`src/rtl/hazard_ctrl.sv`:
```
// Pipeline hazard controller: EX forwarding selects, load-use / branch / memory-wait
// stall and flush strobes, a private M/W destination-register shadow, and saturating event counters.
module hazard_ctrl #(
  parameter int CNT_WIDTH = 16
) (
  input  logic                 clk,
  input  logic                 rst_n,
  input  logic [4:0]           Rs1D,
  input  logic [4:0]           Rs2D,
  input  logic [4:0]           Rs1E,
  input  logic [4:0]           Rs2E,
  input  logic [4:0]           RdE,
  input  logic                 RegWriteE,
  input  logic                 MemReadE,
  input  logic                 PCSrcE,
  input  logic                 MemReqM,
  input  logic                 MemReadyM,
  output logic [1:0]           ForwardAE,
  output logic [1:0]           ForwardBE,
  output logic                 StallF,
  output logic                 StallD,
  output logic                 StallE,
  output logic                 StallM,
  output logic                 FlushD,
  output logic                 FlushE,
  output logic [CNT_WIDTH-1:0] LoadUseCnt,
  output logic [CNT_WIDTH-1:0] FlushCnt,
  output logic [CNT_WIDTH-1:0] MemWaitCnt
);

  localparam logic [CNT_WIDTH-1:0] CNT_MAX = '1;
  localparam logic [CNT_WIDTH-1:0] CNT_ONE = {{(CNT_WIDTH-1){1'b0}}, 1'b1};

  logic [4:0]           rd_m_q, rd_m_d, rd_w_q, rd_w_d;
  logic                 regwrite_m_q, regwrite_m_d;
  logic                 memread_m_q, memread_m_d;
  logic                 regwrite_w_q, regwrite_w_d;
  logic [CNT_WIDTH-1:0] lu_cnt_q, lu_cnt_d;
  logic [CNT_WIDTH-1:0] flush_cnt_q, flush_cnt_d;
  logic [CNT_WIDTH-1:0] memwait_cnt_q, memwait_cnt_d;

  logic memwait, lu;

  // A load in M has no ALU result to forward; its data arrives via W next cycle.
  function automatic logic [1:0] fwd_sel(input logic [4:0] rs,
                                         input logic [4:0] rd_m, input logic we_m, input logic mr_m,
                                         input logic [4:0] rd_w, input logic we_w);
    if (rs != 5'd0 && we_m && !mr_m && rd_m == rs) return 2'b10;
    else if (rs != 5'd0 && we_w && rd_w == rs)     return 2'b01;
    else                                           return 2'b00;
  endfunction

  assign memwait = MemReqM & ~MemReadyM;
  assign lu      = MemReadE & (RdE != 5'd0) & ((RdE == Rs1D) | (RdE == Rs2D));

  assign ForwardAE = fwd_sel(Rs1E, rd_m_q, regwrite_m_q, memread_m_q, rd_w_q, regwrite_w_q);
  assign ForwardBE = fwd_sel(Rs2E, rd_m_q, regwrite_m_q, memread_m_q, rd_w_q, regwrite_w_q);

  always_comb begin
    // NOTE: every output gets a default before the priority chain so no latch is inferred.
    StallF = 1'b0;
    StallD = 1'b0;
    StallE = 1'b0;
    StallM = 1'b0;
    FlushD = 1'b0;
    FlushE = 1'b0;
    if (memwait) begin
      StallF = 1'b1;
      StallD = 1'b1;
      StallE = 1'b1;
      StallM = 1'b1;
    end else if (PCSrcE) begin
      FlushD = 1'b1;
      FlushE = 1'b1;
    end else if (lu) begin
      StallF = 1'b1;
      StallD = 1'b1;
      FlushE = 1'b1;
    end
  end

  always_comb begin
    rd_m_d       = rd_m_q;
    regwrite_m_d = regwrite_m_q;
    memread_m_d  = memread_m_q;
    rd_w_d       = rd_w_q;
    regwrite_w_d = 1'b0;
    if (!memwait) begin
      rd_m_d       = RdE;
      regwrite_m_d = RegWriteE;
      memread_m_d  = MemReadE;
      rd_w_d       = rd_m_q;
      regwrite_w_d = regwrite_m_q;
    end
  end

  always_comb begin
    lu_cnt_d      = lu_cnt_q;
    flush_cnt_d   = flush_cnt_q;
    memwait_cnt_d = memwait_cnt_q;
    if (lu && !memwait && !PCSrcE && lu_cnt_q != CNT_MAX) lu_cnt_d = lu_cnt_q + CNT_ONE;
    if (PCSrcE && !memwait && flush_cnt_q != CNT_MAX)     flush_cnt_d = flush_cnt_q + CNT_ONE;
    if (memwait && memwait_cnt_q != CNT_MAX)              memwait_cnt_d = memwait_cnt_q + CNT_ONE;
  end

  // NOTE: state registers use non-blocking assignments so all flops update together at the edge.
  always_ff @(posedge clk or negedge rst_n) begin
    if (!rst_n) begin
      rd_m_q        <= 5'd0;
      regwrite_m_q  <= 1'b0;
      memread_m_q   <= 1'b0;
      rd_w_q        <= 5'd0;
      regwrite_w_q  <= 1'b0;
      lu_cnt_q      <= '0;
      flush_cnt_q   <= '0;
      memwait_cnt_q <= '0;
    end else begin
      rd_m_q        <= rd_m_d;
      regwrite_m_q  <= regwrite_m_d;
      memread_m_q   <= memread_m_d;
      rd_w_q        <= rd_w_d;
      regwrite_w_q  <= regwrite_w_d;
      lu_cnt_q      <= lu_cnt_d;
      flush_cnt_q   <= flush_cnt_d;
      memwait_cnt_q <= memwait_cnt_d;
    end
  end

  assign LoadUseCnt = lu_cnt_q;
  assign FlushCnt   = flush_cnt_q;
  assign MemWaitCnt = memwait_cnt_q;

endmodule

```
`config.mk`:
```
export PLATFORM = sky130hd
export DESIGN_NAME = hazard_ctrl
export DESIGN_NICKNAME = d
export VERILOG_FILES = /design/src/rtl/hazard_ctrl.sv
export SDC_FILE = /design/constraint.sdc
export NUM_CORES = 1
export LEC_CHECK = 0
export CORE_MARGIN = 8
export CORE_UTILIZATION = 48
export DETAILED_ROUTE_END_ITERATION = 7
export GPL_TIMING_DRIVEN = 0
export PLACE_DENSITY = 0.85
export SETUP_SLACK_MARGIN = 0.5
export SLEW_MARGIN = 15
export SYNTH_ARGS = -nofsm -noshare
export SYNTH_HDL_FRONTEND = slang
export SYNTH_SLANG_ARGS = --single-unit
export TNS_END_PERCENT = 30
```
`constraint.sdc`:
```
create_clock -name clk -period 2.3 [get_ports clk]
set_input_delay 0.345 -clock clk [delete_from_list [all_inputs] [get_ports clk]]
set_output_delay 0.345 -clock clk [all_outputs]
set_load 0.05 [all_outputs]
```
Word-level counts from Yosys, hierarchy flattened
Index checks and enable logic that the tools add are counted.
{"block": "word_totals", "register_bits": 61, "latch_bits": 0, "mem_bits_rw": 0, "romBits": 0, "elab_cells": 60, "mem_count": 0}
{"block": "op_classes", "add_sub_neg": 3, "multipliers": 0, "div": 0, "n_lt_le_gt_ge": 0, "eq_ne": 9, "shifts": 0, "muxes": 13, "bitwise_logic": 5, "reduce_logical": 22}
{"operator": "$add 16x1->16 const B", "n": 3}
{"operator": "$ne 16x16->1 const B", "n": 3}
{"operator": "$eq 5x5->1", "n": 6}
{"operator": "$logic_and 1x1->1", "n": 16}
{"operator": "$reduce_bool 5->1", "n": 3}
{"operator": "$mux 1", "n": 11}
{"operator": "$mux 2", "n": 2}
{"operator": "$and 1x1->1", "n": 3}
{"operator": "$logic_not 1->1", "n": 3}
{"operator": "$not 1->1", "n": 1}
{"operator": "$or 1x1->1", "n": 1}

Longest topological paths before layout
Gate-level depths: netlist of run 1.
{"block": "logic_depth", "ltp_word": 6, "mapped_depth": 8}

Least setup slack after synthesis of run 1
OpenSTA, ideal clock, no wires.
{"block": "synth_timing", "path_kind": "register to output", "from": "reg rd_m_q[1]", "to": "out ForwardBE[0]", "arrival_ps": 2893, "required_time_ps": 1955, "setup_slack_ps": -938, "path_stages_with_launch": 5, "path_cell_list": "dfrtp_1 -> xnor2_1 -> nand4_1 -> nor4_1 -> nor4_1"}
{"block": "synth_between", "elab_chain_cells": 3}
{"item": "from (decl)", "line": "34", "rtl": "logic [4:0] rd_m_q, rd_m_d, rd_w_q, rd_w_d;"}
{"item": "from (signal assigned)", "line": "118", "rtl": "rd_m_q <= rd_m_d;"}
{"item": "$eq 5x5->1", "line": "48", "rtl": "if (rs != 5'd0 && we_m && !mr_m && rd_m == rs) return 2'b10;"}
{"item": "$logic_and 1x1->1", "line": "48"}
{"item": "$mux 2", "line": "48"}
{"item": "to (decl)", "line": "19", "rtl": "output logic [1:0] ForwardBE,"}
Every way passes these cells.

Worst setup path after layout of run 1
{"block": "layout_timing", "from": "in Rs2E[4]", "to": "out ForwardBE[0]"}
{"block": "layout_between", "elab_chain_cells": 5, "word_cells_on_any_way": 10, "classes_between": "eq/ne (2); mux (2); reduce/logical (6)"}
{"item": "from (decl)", "line": "11", "rtl": "input logic [4:0] Rs2E,"}
{"item": "$reduce_bool 5->1", "line": "48, 49"}
{"item": "$logic_and 1x1->1 (on tied branches) (2 in series)", "line": "49, 48"}
{"item": "$mux 1 or $logic_and 1x1->1 (tied branches)", "line": "49, 48"}
{"item": "$mux 2 *", "line": "48"}
Every way passes the cells marked *; elsewhere a longest branch is shown, timed or not.

==> impl_metrics.tcl, run 1 <==
set metrics [dict create \
    outcome "complete, no violations" \
    slew_viol_final 0 \
    dr.pass1.iters 5 \
    htree_num_levels 3 \
    track_usage_pct 18.7 \
    hold_viol 0 \
    syn_nets 338 \
    power_mw 3.51 \
    gp_congestion 0.839 \
    grt_max_degree 62 \
    critPathCaptureType "primary output" \
    grt_pass1_vias 2989 \
    cts_tree "built" \
    fmax_mhz 502 \
    stdcell_count 522 \
    ant_nets 0 \
    hold_ws_ns 0.0786 \
    wire_per_inst_um 17.3 \
    path_delay_family "simple AND/OR/NAND/NOR gates" \
    layout.nets 474 \
    crit_fanout 2 \
    slowest_stage "or4_4" \
    pin_count 90 \
    numPortBuffers 89 \
    clk_path_buf_depth 2 \
    antenna_found_initial 2 \
    routed_wl_mm 9.04 \
    relSlewSlack_pct 47.9 \
    synth-adder-area-share_pct 1.20 \
    syn_area_per_cell_um2 10.3 \
    synthXorXnorAreaFrac_pct 21.0 \
    synthCells 303 \
    cts_buffers 9 \
    final_cell_area_mm2 0.00496 \
    final_common_cell "nand2_1" \
    yosysSeqAreaShare_pct 48.9 \
    drv_cap 0 \
    fin_ws_ns 0.307 \
    reg2reg_depth 8 \
    post-route-period-util_pct 86.7 \
    worstPathArrival_ns 1.65 \
    die_h_um 96.7 \
    endpoint "ForwardBE[0]" \
    crit_type "in -> out" \
    hp-class "in -> async" \
    ir_worst_vdd_mv 0.786 \
    yosys.area_share.simple_pct 24.0 \
    r2r_slack_ns 0.37 \
    leakagePower_nw 2.40 \
    setup_viol 0 \
    rr_startpoint "LoadUseCnt[4]$_DFFE_PN0P_" \
    dieArea_mm2 0.00934 \
    drt-vias-per-instance 5.17 \
    startpoint "Rs2E[4]" \
    muxShareOfSynthArea_pct 1.20 \
    place_area_mm2 0.00424 \
    cp.depth 6 \
    synth-seq-cells 61 \
    cp-start-kind "input pin" \
    grt_pass1_wl_mm 14.6 \
    synth_top_family_by_area "simple AND/OR/NAND/NOR gates" \
    place_inst 469 \
    start_util_pct 49.5 \
    critPathRequiredTime_ns 1.96 \
    min_period_ns 1.99 \
    vias 2701 \
    dp_hpwl_mm 5.96 \
    synth_ff_type "dfrtp_1" \
    layout-drive-gt1-share_pct 32.3 \
    synth-async-reset-ratio_pct 100 \
    core-area_mm2 0.00631 \
    power.density_mw_per_mm2 708 \
    critPathBufInv 2 \
    synth-edff-count 0 \
    die_width_um 96.7 \
    syn_area_mm2 0.00312 \
    reg2reg_to "LoadUseCnt[1]$_DFFE_PN0P_" \
    cts_root_buf "clkbuf_8" \
    grt.overflow.total 0 \
    rsz0062_at_grt "true" \
    tightestPinTransition_ns 0.781 \
    dpl_worst_slack_ns -0.935 \
    areaGrowthSynthToFinish_pct 58.7 \
    crit_path_frequent_cell "nor4_4" \
    ys_types 32 \
    clkTransAtPathRegs_ns 0.07 \
    drcViolationCount 0 \
    numClockSinks 61 \
    synth-compound-area-share_pct 1.64 \
    critPathMaxStageDelay_ns 0.53 \
    cp_cell_sequence "buf_8 -> or4_4 -> nor2_4 -> nor4_4 -> nor4_4 -> buf_6" \
    ctsHoldBuffers 0 \
    clk_latency_ns 0.34 \
    synth_warnings 0 \
    final_cell_mix "nand2_1 (50), dfrtp_1 (49), xnor2_1 (42)" \
    skew_ns 0.0102 \
    drt_iter0_drc 103 \
    std_cell_rows 29 \
]
## worst min path at each step
stage                                        from                         to  depth (start not counted)
final                                       rst_n  MemWaitCnt[8]$_DFFE_PN0P_                          1
after global routing                        rst_n  LoadUseCnt[3]$_DFFE_PN0P_                          1
after CTS                                   rst_n  MemWaitCnt[8]$_DFFE_PN0P_                          1
after detailed placement                    rst_n  LoadUseCnt[9]$_DFFE_PN0P_                          1
after global placement    memread_m_q$_DFFE_PN0N_    memread_m_q$_DFFE_PN0N_                          2
after floorplan                             rst_n    FlushCnt[0]$_DFFE_PN0P_                          0
## state kept, by name, indices dropped and copies added (netlist names)
register,flops
FlushCnt,16
LoadUseCnt,16
MemWaitCnt,16
memread_m_q,1
rd_m_q,5
rd_w_q,5
regwrite_m_q,1
regwrite_w_q,1
## logic make-up after synthesis
group | after synthesis
fa+ha+maj | 3
simple gates | 144
compound gates | 5
xor+xnor | 75
mux | 3
buf+inv | 12
flops | 61
## final cells by class
class / count / area (um2)
multi-input combinational: 230 / 1820
sequential: 61 / 1540
fill: 391 / 1360
timing repair buffer: 125 / 1210
clock buffer: 13 / 159
tap: 77 / 96.3
buffer: 8 / 93.8
inverter: 4 / 22.5
clock inverter: 2 / 10.0
antenna: 2 / 5.00
## worst reg2reg max path: cells and delay by family, from the launching register on
family / cells / cell delay, ns
DFF: 1 / 0.41
and+or+nand+nor: 3 / 0.50
muxes: 1 / 0.29
AOI/OAI and AO/OA: 1 / 0.21
buffers and inverters: 3 / 0.39
## layer usage
layer | vias to the layer above | global-route usage (%) | part of all wire [%]
met5 | - | 0 | 0
met4 | 0 | 6.51 | 2.3
met3 | 17 | 5.97 | 5.0
met2 | 74 | 32.5 | 52
met1 | 1314 | 20.8 | 41
li1 | 1296 | - | -
## report_power, final
group | internal (mW) | switching, mW | total (mW)
Clock | 0.441 | 0.399 | 0.840
Combinational | 0.488 | 0.759 | 1.25
Sequential | 1.22 | 0.201 | 1.42
Total | 2.15 | 1.36 | 3.51
## synth_stat cells, drive strengths merged (2+ instances only)
cell	count	area, um2
and4	6	52.6
nand4	13	81.3
ha	3	37.5
nor4	5	46.3
xor2	29	254
clkbuf	4	15.0
inv	4	15.0
and3	15	93.8
nor2b	2	12.5
or4	3	22.5
dfrtp	61	1530
mux2	3	37.5
xnor2	46	403
buf	4	33.8
nor3	5	30.0
nor2	15	56.3
nand3	20	100
and2	6	37.5
nand2	51	191
## per-stage QoR
stage	utilization [%]	setup TNS (ns)
after floorplan	-	0
after global placement	67.2	-74.49
after detailed placement	67.1	-10.25
after CTS	75.9	0
after global routing	78.5	0
final	78.5	0
## timing repair
item / in CTS / in global routing
endpoints found under the setup margin: 85 / 82
buffers inserted: 30 / 5
pin swaps: 39 / 11
resized for setup: 194 / 39
cloned: 1 / 0
(Power assumes the default switching activity.)
==> run 2, diff against run 1 <==
--- a/config.mk
+++ b/config.mk
@@ -5,10 +5,11 @@
 export SDC_FILE = /design/constraint.sdc
 export NUM_CORES = 1
 export LEC_CHECK = 0
-export CORE_MARGIN = 8
+export CORE_MARGIN = 2
 export CORE_UTILIZATION = 48
 export DETAILED_ROUTE_END_ITERATION = 7
 export GPL_TIMING_DRIVEN = 0
+export MAX_ROUTING_LAYER = met4
 export PLACE_DENSITY = 0.85
 export SETUP_SLACK_MARGIN = 0.5
 export SLEW_MARGIN = 15
==> impl_metrics.tcl, run 2 (synthesis results as in run 1) <==
set metrics [dict create \
    min_period_ns 2.02 \
    pin_count 90 \
    cts_root_buf "clkbuf_8" \
    clk_latency_ns 0.33 \
    grt.overflow.total 0 \
    worstPathArrival_ns 1.68 \
    cts_buffers 9 \
    fin_ws_ns 0.275 \
    outcome "complete, no violations" \
    dp_hpwl_mm 5.35 \
    cts_tree "built" \
    hp-class "in -> async" \
    post-route-period-util_pct 88.0 \
    place_inst 469 \
    numClockSinks 61 \
    critPathMaxStageDelay_ns 0.28 \
    die_h_um 84.7 \
    slowest_stage "o31ai_4" \
    critPathCaptureType "primary output" \
    dpl_worst_slack_ns -0.965 \
    leakagePower_nw 2.37 \
    wire_per_inst_um 17.4 \
    routed_wl_mm 9.09 \
    power_mw 3.69 \
    final_cell_mix "nand2_1 (50), dfrtp_1 (49), xnor2_1 (43)" \
    grt_max_degree 62 \
    vias 2776 \
    slew_viol_final 0 \
    drt-vias-per-instance 5.32 \
    crit_type "in -> out" \
    hold_viol 0 \
    dieArea_mm2 0.00717 \
    critPathBufInv 3 \
    critPathRequiredTime_ns 1.96 \
    dr.pass1.iters 4 \
    start_util_pct 49.5 \
    track_usage_pct 25.8 \
    hold_ws_ns 0.0792 \
    layout-drive-gt1-share_pct 33.5 \
    clk_path_buf_depth 2 \
    grt_pass1_wl_mm 14.1 \
    relSlewSlack_pct 48.7 \
    cp-start-kind "input pin" \
    rsz0062_at_grt "true" \
    gp_congestion 0.851 \
    antenna_found_initial 0 \
    core-area_mm2 0.00631 \
    fmax_mhz 494 \
    layout.nets 475 \
    grt_pass1_vias 2859 \
    ir_worst_vdd_mv 0.810 \
    fin_util_pct 79.1 \
    drv_cap 0 \
    path_delay_family "compound AO/OA/AOI/OAI gates" \
    crit_fanout 4 \
    antenna_cells 0 \
    htree_num_levels 3 \
    final_common_cell "nand2_1" \
    die_width_um 84.7 \
    setup_viol 0 \
    numPortBuffers 89 \
    cp_cell_sequence "buf_2 -> xor2_1 -> nor3_2 -> a22oi_2 -> o31ai_4 -> buf_6 -> buf_8" \
    tightestPinTransition_ns 0.770 \
    skew_ns 0.00972 \
    areaGrowthSynthToFinish_pct 59.9 \
    power.density_mw_per_mm2 739 \
    clkTransAtPathRegs_ns 0.07 \
    drcViolationCount 0 \
    std_cell_rows 29 \
    stdcell_count 522 \
    drt_iter0_drc 147 \
    ant_nets 0 \
]
-- run 2: cell count changes in the layout (fill, tap and decap cells not counted), sizes merged --
| cell | previous run | this run |
|---|---|---|
| dlygate4sd2 | 8 | 11 |
| clkdlybuf4s15 | 6 | 2 |
| clkbuf | 17 | 14 |
| buf | 66 | 69 |
| diode | 2 | 0 |
| clkdlybuf4s50 | 37 | 40 |
| clkinvlp | 0 | 2 |
| dlymetal6s2s | 12 | 9 |
| bufinv | 0 | 1 |
-- run 2: path summary, 6_finish.rpt --
path                                            start                         end  slack, ns  cells past startpoint
hold reg to reg            MemWaitCnt[15]$_DFFE_PN0P_  MemWaitCnt[15]$_DFFE_PN0P_       0.50                      1
min in group clk                               RdE[2]       rd_m_q[2]$_DFFE_PN0N_       0.26                      3
hold / removal                                  rst_n   LoadUseCnt[3]$_DFFE_PN0P_       0.08                      1
max in group asynchronous                       rst_n       rd_m_q[2]$_DFFE_PN0N_       1.66                      1
setup / recovery                               RdE[3]                      StallF       0.28                      7
setup reg to reg            LoadUseCnt[2]$_DFFE_PN0P_   LoadUseCnt[5]$_DFFE_PN0P_       0.30                      9
-- run 2: layout make-up --
cell class,instances,area (um2)
Multi-Input combinational cell,230,1820
Sequential cell,61,1540
Inverter,4,22.5
Buffer,8,100
Clock buffer,11,151
Clock inverter,5,58.8
Tap cell,77,96.3
Fill cell,386,1320
Timing Repair Buffer,126,1200
-- run 2: where the power goes --
part / internal (mW) / switching (mW) / total (mW) / leakage (nW)
clock network: 0.559 / 0.444 / 1.00 / 0.102
logic: 0.499 / 0.757 / 1.26 / 1.48
registers: 1.22 / 0.207 / 1.43 / 0.784
total: 2.28 / 1.41 / 3.69 / 2.37
-- run 2: repair_timing --
action	4_1_cts	5_1_grt
hold buffers	0	0
cloned	1	0
setup buffers	28	8
pin swaps	33	12
endpoints found under the setup margin	86	86
gates resized for setup	200	25
-- run 2: per-layer routing --
metal	track usage [%]	vias to the layer above	wire length, um	share of wire, %
li1	-	1299	-	-
met1	31.6	1367	3880	43
met2	42.5	87	4660	51
met3	4.62	23	286	3.1
met4	9.81	0	267	2.9
met5	-	-	0	0
-- run 2: worst register-to-register path: cells and delay by family (launching register included) --
family,cells,cell delay [ns]
DFF,1,0.42
xor gates and xnor gates,1,0.16
buffers and inverters,3,0.43
and+or+nand+nor,4,0.65
AOI/OAI and AO/OA,1,0.24
-- run 2: stage by stage --
stage | cell area (um2) | TNS [ns]
after floorplan | 3250 | 0
after global placement | 4240 | -74.54
after detailed placement | 4240 | -10.71
after CTS | 4830 | 0
after global routing | 4990 | 0
final | 4990 | 0
